===== src/rtl/ucode_sequencer_if.sv =====
// Decoder-side bundle for the micro-step sequencer: decoder/bus inputs and sequencing outputs.
// The master drives decoder status and bus data; the slave is the sequencer itself.
interface ucode_sequencer_if #(
    parameter int unsigned STEP_W = 3,
    parameter int unsigned N_IRQ  = 5
);
    logic              stall;
    logic [7:0]        db_in;
    logic              dec_done;
    logic              dec_is_cond;
    logic [STEP_W-1:0] dec_next_cond;
    logic [3:0]        flags;
    logic              ime_set;
    logic              ime_set_now;
    logic              ime_clr;
    logic              halt_req;
    logic [N_IRQ-1:0]  irq_pending;
    logic [7:0]        ir;
    logic              cb_mode;
    logic [STEP_W-1:0] step;
    logic              dispatch;
    logic [7:0]        irq_vec;
    logic [N_IRQ-1:0]  irq_ack;
    logic              ime;
    logic              halted;
    logic              seq_err;

    modport master (
        output stall, db_in, dec_done, dec_is_cond, dec_next_cond, flags,
               ime_set, ime_set_now, ime_clr, halt_req, irq_pending,
        input  ir, cb_mode, step, dispatch, irq_vec, irq_ack, ime, halted, seq_err
    );

    modport slave (
        input  stall, db_in, dec_done, dec_is_cond, dec_next_cond, flags,
               ime_set, ime_set_now, ime_clr, halt_req, irq_pending,
        output ir, cb_mode, step, dispatch, irq_vec, irq_ack, ime, halted, seq_err
    );
endinterface


===== src/rtl/ucode_sequencer.sv =====
// SM83 sequencing front end: instruction register, M-cycle step counter, CB prefix,
// conditional branch resolution, IME/EI delay, HALT and interrupt dispatch.
module ucode_sequencer #(
    parameter int unsigned STEP_W     = 3,
    parameter int unsigned N_IRQ      = 5,
    parameter logic [7:0]  VEC_BASE   = 8'h40,
    parameter int unsigned VEC_STRIDE = 8
) (
    input logic             clk,
    input logic             rst,
    ucode_sequencer_if.slave bus
);
    typedef enum logic [1:0] {ST_RUN, ST_HALT, ST_DISPATCH} state_e;

    localparam logic [STEP_W-1:0] STEP_MAX  = '1;
    localparam logic [STEP_W-1:0] STEP_LAST = STEP_W'(4);
    localparam logic [N_IRQ-1:0]  ACK_ONE   = N_IRQ'(1);

    state_e            state_q, state_d;
    logic [7:0]        ir_q, ir_d;
    logic [STEP_W-1:0] step_q, step_d;
    logic              cb_mode_q, cb_mode_d;
    logic [2:0]        sel_q, sel_d;
    logic [7:0]        irq_vec_q, irq_vec_d;
    logic              ime_q, ime_d;
    logic              ei_pending_q, ei_pending_d;
    logic              seq_err_q, seq_err_d;

    logic [2:0]        pend_sel;
    logic              pend_any;
    logic              cc_true;
    logic              cb_prefix;
    logic              enter_irq;
    logic [N_IRQ-1:0]  irq_ack;

    always_comb begin
        pend_sel = '0;
        for (int unsigned i = N_IRQ; i > 0; i--) begin
            if (bus.irq_pending[i-1]) pend_sel = 3'(i - 1);
        end
    end

    assign pend_any  = |bus.irq_pending;
    assign cb_prefix = (ir_q == 8'hCB) && !cb_mode_q;

    always_comb begin
        unique case (ir_q[4:3])
            2'd0:    cc_true = !bus.flags[3];
            2'd1:    cc_true =  bus.flags[3];
            2'd2:    cc_true = !bus.flags[0];
            default: cc_true =  bus.flags[0];
        endcase
    end

    always_ff @(posedge clk or posedge rst) begin
        if (rst) begin
            state_q      <= ST_RUN;
            ir_q         <= '0;
            step_q       <= '0;
            cb_mode_q    <= 1'b0;
            sel_q        <= '0;
            irq_vec_q    <= VEC_BASE;
            ime_q        <= 1'b0;
            ei_pending_q <= 1'b0;
            seq_err_q    <= 1'b0;
        end else begin
            state_q      <= state_d;
            ir_q         <= ir_d;
            step_q       <= step_d;
            cb_mode_q    <= cb_mode_d;
            sel_q        <= sel_d;
            irq_vec_q    <= irq_vec_d;
            ime_q        <= ime_d;
            ei_pending_q <= ei_pending_d;
            seq_err_q    <= seq_err_d;
        end
    end

    always_comb begin
        state_d      = state_q;
        ir_d         = ir_q;
        step_d       = step_q;
        cb_mode_d    = cb_mode_q;
        sel_d        = sel_q;
        irq_vec_d    = irq_vec_q;
        ime_d        = ime_q;
        ei_pending_d = ei_pending_q;
        seq_err_d    = seq_err_q;
        enter_irq    = 1'b0;
        if (!bus.stall) begin
            unique case (state_q)
                ST_RUN: begin
                    if (bus.dec_done) begin
                        step_d = '0;
                        // EI takes effect after this boundary's interrupt check, which uses ime_q
                        if (ei_pending_q) begin
                            ime_d        = 1'b1;
                            ei_pending_d = 1'b0;
                        end
                        if (bus.halt_req) begin
                            state_d = ST_HALT;
                        end else if (ime_q && pend_any && !cb_prefix) begin
                            enter_irq = 1'b1;
                        end else begin
                            ir_d      = bus.db_in;
                            cb_mode_d = cb_prefix;
                        end
                    end else if (bus.dec_is_cond && !cc_true) begin
                        step_d = bus.dec_next_cond;
                    end else if (step_q == STEP_MAX) begin
                        seq_err_d = 1'b1;
                    end else begin
                        step_d = step_q + 1'b1;
                    end
                end
                ST_HALT: begin
                    if (pend_any) begin
                        if (ime_q) begin
                            enter_irq = 1'b1;
                        end else begin
                            state_d   = ST_RUN;
                            step_d    = '0;
                            ir_d      = 8'h00;
                            cb_mode_d = 1'b0;
                        end
                    end
                end
                ST_DISPATCH: begin
                    if (step_q == STEP_LAST) begin
                        state_d   = ST_RUN;
                        step_d    = '0;
                        ir_d      = 8'h00;
                        cb_mode_d = 1'b0;
                    end else begin
                        step_d = step_q + 1'b1;
                    end
                end
                default: state_d = ST_RUN;
            endcase

            if (enter_irq) begin
                state_d   = ST_DISPATCH;
                step_d    = '0;
                ime_d     = 1'b0;
                sel_d     = pend_sel;
                irq_vec_d = VEC_BASE + 8'(pend_sel) * 8'(VEC_STRIDE);
            end

            if (bus.ime_clr) begin
                ime_d        = 1'b0;
                ei_pending_d = 1'b0;
            end else if (bus.ime_set_now) begin
                ime_d = 1'b1;
            end else if (bus.ime_set) begin
                ei_pending_d = 1'b1;
            end
        end
    end

    always_comb begin
        irq_ack = '0;
        if (state_q == ST_DISPATCH && step_q == STEP_LAST && !bus.stall) irq_ack = ACK_ONE << sel_q;
    end

    assign bus.ir       = ir_q;
    assign bus.cb_mode  = cb_mode_q;
    assign bus.step     = step_q;
    assign bus.dispatch = (state_q == ST_DISPATCH);
    assign bus.irq_vec  = irq_vec_q;
    assign bus.irq_ack  = irq_ack;
    assign bus.ime      = ime_q;
    assign bus.halted   = (state_q == ST_HALT);
    assign bus.seq_err  = seq_err_q;
endmodule

===== src/flat_wrapper.sv =====
// flat-port wrapper written by rule: the top's interface ports become plain ports
module ucode_sequencer_flat 
#(
    parameter int unsigned STEP_W     = 3,
    parameter int unsigned N_IRQ      = 5,
    parameter logic [7:0]  VEC_BASE   = 8'h40,
    parameter int unsigned VEC_STRIDE = 8
)
  (clk, rst, bus_stall, bus_db_in, bus_dec_done, bus_dec_is_cond, bus_dec_next_cond, bus_flags, bus_ime_set, bus_ime_set_now, bus_ime_clr, bus_halt_req, bus_irq_pending, bus_ir, bus_cb_mode, bus_step, bus_dispatch, bus_irq_vec, bus_irq_ack, bus_ime, bus_halted, bus_seq_err);
  ucode_sequencer_if #(.STEP_W(STEP_W), .N_IRQ(N_IRQ)) bus_i ();
  input logic clk;
  input logic rst;
  input wire logic [$bits(bus_i.stall)-1:0] bus_stall;
  input wire logic [$bits(bus_i.db_in)-1:0] bus_db_in;
  input wire logic [$bits(bus_i.dec_done)-1:0] bus_dec_done;
  input wire logic [$bits(bus_i.dec_is_cond)-1:0] bus_dec_is_cond;
  input wire logic [$bits(bus_i.dec_next_cond)-1:0] bus_dec_next_cond;
  input wire logic [$bits(bus_i.flags)-1:0] bus_flags;
  input wire logic [$bits(bus_i.ime_set)-1:0] bus_ime_set;
  input wire logic [$bits(bus_i.ime_set_now)-1:0] bus_ime_set_now;
  input wire logic [$bits(bus_i.ime_clr)-1:0] bus_ime_clr;
  input wire logic [$bits(bus_i.halt_req)-1:0] bus_halt_req;
  input wire logic [$bits(bus_i.irq_pending)-1:0] bus_irq_pending;
  output wire logic [$bits(bus_i.ir)-1:0] bus_ir;
  output wire logic [$bits(bus_i.cb_mode)-1:0] bus_cb_mode;
  output wire logic [$bits(bus_i.step)-1:0] bus_step;
  output wire logic [$bits(bus_i.dispatch)-1:0] bus_dispatch;
  output wire logic [$bits(bus_i.irq_vec)-1:0] bus_irq_vec;
  output wire logic [$bits(bus_i.irq_ack)-1:0] bus_irq_ack;
  output wire logic [$bits(bus_i.ime)-1:0] bus_ime;
  output wire logic [$bits(bus_i.halted)-1:0] bus_halted;
  output wire logic [$bits(bus_i.seq_err)-1:0] bus_seq_err;
  assign bus_i.stall = bus_stall;
  assign bus_i.db_in = bus_db_in;
  assign bus_i.dec_done = bus_dec_done;
  assign bus_i.dec_is_cond = bus_dec_is_cond;
  assign bus_i.dec_next_cond = bus_dec_next_cond;
  assign bus_i.flags = bus_flags;
  assign bus_i.ime_set = bus_ime_set;
  assign bus_i.ime_set_now = bus_ime_set_now;
  assign bus_i.ime_clr = bus_ime_clr;
  assign bus_i.halt_req = bus_halt_req;
  assign bus_i.irq_pending = bus_irq_pending;
  assign bus_ir = bus_i.ir;
  assign bus_cb_mode = bus_i.cb_mode;
  assign bus_step = bus_i.step;
  assign bus_dispatch = bus_i.dispatch;
  assign bus_irq_vec = bus_i.irq_vec;
  assign bus_irq_ack = bus_i.irq_ack;
  assign bus_ime = bus_i.ime;
  assign bus_halted = bus_i.halted;
  assign bus_seq_err = bus_i.seq_err;
  ucode_sequencer #(.STEP_W(STEP_W), .N_IRQ(N_IRQ), .VEC_BASE(VEC_BASE), .VEC_STRIDE(VEC_STRIDE)) u_core (.clk(clk), .rst(rst), .bus(bus_i));
endmodule

===== config.mk =====
export PLATFORM = sky130hd
export DESIGN_NAME = ucode_sequencer_flat
export DESIGN_NICKNAME = d
export VERILOG_FILES = /design/src/rtl/ucode_sequencer_if.sv /design/src/rtl/ucode_sequencer.sv /design/src/flat_wrapper.sv
export SDC_FILE = /design/constraint.sdc
export NUM_CORES = 1
export LEC_CHECK = 0
export ABC_AREA = 1
export CAP_MARGIN = 40
export CORE_MARGIN = 4
export CORE_UTILIZATION = 31
export DETAILED_ROUTE_END_ITERATION = 7
export GPL_ROUTABILITY_DRIVEN = 0
export MAX_ROUTING_LAYER = met4
export PLACE_DENSITY = 0.69
export SYNTH_ARGS = -nofsm -noshare
export SYNTH_HDL_FRONTEND = slang
export SYNTH_SLANG_ARGS = --single-unit
export TNS_END_PERCENT = 5

===== constraint.sdc =====
create_clock -name clk -period 4.1 [get_ports clk]
set_input_delay 0.82 -clock clk [delete_from_list [all_inputs] [get_ports clk]]
set_output_delay 0.82 -clock clk [all_outputs]
set_load 0.01 [all_outputs]

==> run summary <==
Detailed Routing Iterations Pass 1 -> 4
Ports -> 58
Grt ovf -> 0
Hold WS -> 0.469 ns
CTS root buffer -> clkbuf_8
# DRC -> 0
Vias in the first global route -> 1266
Arr. time, crit path -> 2.56 ns
Crit path time final -> 3.38 ns
Number of synthesized flops with an enable pin -> 0
Starting Density -> 0.326
DR iter-0 viols -> 47
Leak -> 0.968 nW
Synth warn -> 0
Synth area leaders -> dfrtp_1 35%, nand2_1 13%, inv_1 8.3%
Primary FF master, synth -> dfrtp_1
All-Layer GR Usage -> 0.119
TritonCTS Buffers -> 3
Ys async rst share -> 1.00
Yosys reg bits -> 20
Crit path required time -> 3.28 ns
Vias per cell -> 4.62
Fin cells -> 301
Yosys cell types -> 29
FF-to-FF setup slack -> 2.38 ns
Chip height -> 76.4 um
CP Class -> in -> out
Max-cap viol count -> 0
Final hold vios -> 0
Yosys top cell by area -> dfrtp_1
Core ar. -> 4440 sq um
Fmax -> 296 MHz
Ant diodes -> 0
Post-synth top area share -> 0.345
Overall Power -> 1.10 mW
Cell with the most instances after synthesis -> nand2_1
Pin count of the biggest net entering global routing -> 19
Htree depth -> 1
Average size of a mapped cell -> 7.29 sq um
# setup viols final -> 0
Clock latency on the worst-skew pair -> 0.26 ns
Period utilization -> 0.825
Pre-CTS WS -> 0.720 ns
Die Area -> 5840 sq um
Die Width -> 76.4 um
Worst Setup Start Kind -> primary input
Area growth syn-to-layout -> 41.8%
CTS tree -> built
Status -> finished, final reports clean
First-pass GRT wire length -> 5.59 mm
Worst Hold Class -> reg -> reg
TritonCTS Sinks -> 20
Final wirelength -> 3.51 mm
PD cells -> 536 nW/um^2
Post-CTS Setup Repair Bufs -> 0
VDD IR-drop max -> 0.230 mV
Setup Skew -> 0.00659 ns
Max clock buf depth -> 2
Layout cell share with drive strength beyond 1 -> 0.108
Max Slew Vio Count -> 0
Initial antenna violation count -> 0
Synthesized instance count -> 199
Highest net fanout along the worst path -> 8
Setup ws final -> 0.717 ns
Port bufs -> 50
Placed insts -> 297
Synth cell count leaders -> 49 x nand2_1, 32 x inv_1, 20 x dfrtp_1, 16 x nand3_1, 13 x nor2_1
Wire per inst -> 11.6 um
Worst-path clk slew -> 0.08 ns
Post-CTS Resized -> 0
Sequential area share after synthesis -> 0.345
Antenna-violating nets left -> 0
Via Count -> 1392
Synthesized area -> 1450 sq um
Hold-fix buffers, CTS -> 0
CP Capture Type -> output port
Final setup TNS -> 0 ns
Detailed Place HPWL -> 2.93 mm
RSZ-0062 raised after global routing -> false
# rows -> 24
NumNets Final -> 287
## final timing paths
check,start,to,cells after the start
setup / recovery,bus_stall,bus_irq_ack[0],5
setup reg to reg,u_core.bus.step[0],u_core.bus.ir[7],9
hold / removal,u_core.bus.seq_err,u_core.bus.seq_err,2
max in group asynchronous,rst,u_core.bus.ir[2],3
hold reg to reg,u_core.bus.seq_err,u_core.bus.seq_err,2
min in group asynchronous,rst,u_core.bus.step[2],2
## through the flow
step	cell area [sq um]	utilization
after floorplan	1460	-
after global placement	1970	0.443
after detailed placement	1990	0.447
after CTS	2060	0.463
after global routing	2060	0.463
final	2060	0.463
## cell type report
class / instances / area, sq um
inverter: 34 / 128
clock buffer: 3 / 41.3
clock inverter: 1 / 30.0
sequential: 20 / 500
timing repair buffer: 51 / 515
tap: 52 / 65.1
fill: 454 / 2390
multi-input combinational: 140 / 777
## state kept, by name (all words and copies together), names as in the netlist
register and flops:
u_core.bus.cb_mode 1, u_core.bus.ime 1, u_core.bus.ir 8, u_core.bus.seq_err 1, u_core.bus.step 3, u_core.ei_pending_q 1
u_core.sel_q 3, u_core.state_q 2
## cell usage in the layout, fill, tap and decap left out, types with 3 or more instances in the layout
master / Yosys / final
dfrtp_1: 20 / 20
nand4_1: 6 / 6
conb_1: 2 / 5
clkdlybuf4s50_1: 0 / 50
inv_1: 32 / 32
o21ai_0: 11 / 11
ha_1: 8 / 8
nor4_1: 4 / 4
nand2_1: 49 / 49
o21ai_2: 9 / 9
nand2_2: 4 / 4
nor2_1: 13 / 13
clkbuf_8: 0 / 3
nand3_1: 16 / 16
## cell families after synthesis
group	count (synthesis)	share of synthesized area
simple gates	98	0.316
flops	20	0.345
fa+ha+maj	8	0.0690
other cells	2	0.00518
compound gates	29	0.138
buf+inv	42	0.127
## critical path, stage by stage
cell and delay [ns]:
clkdlybuf4s50_1 0.56, inv_1 0.18, nand3_1 0.19, nor4_1 0.22
clkdlybuf4s50_1 0.59
## power by group
part / internal [mW] / switching, mW
sequential: 0.260 / 0.0676
combinational: 0.257 / 0.318
clock: 0.130 / 0.0696
## metal layers
layer / track usage / wire [um] / vias to the layer above
met5: - / 0 / -
met4: 0.0272 / 6 / 0
met3: 0.0284 / 200 / 2
met2: 0.202 / 1690 / 41
met1: 0.142 / 1610 / 617
li1: - / - / 732
(Power assumes the default switching activity.)
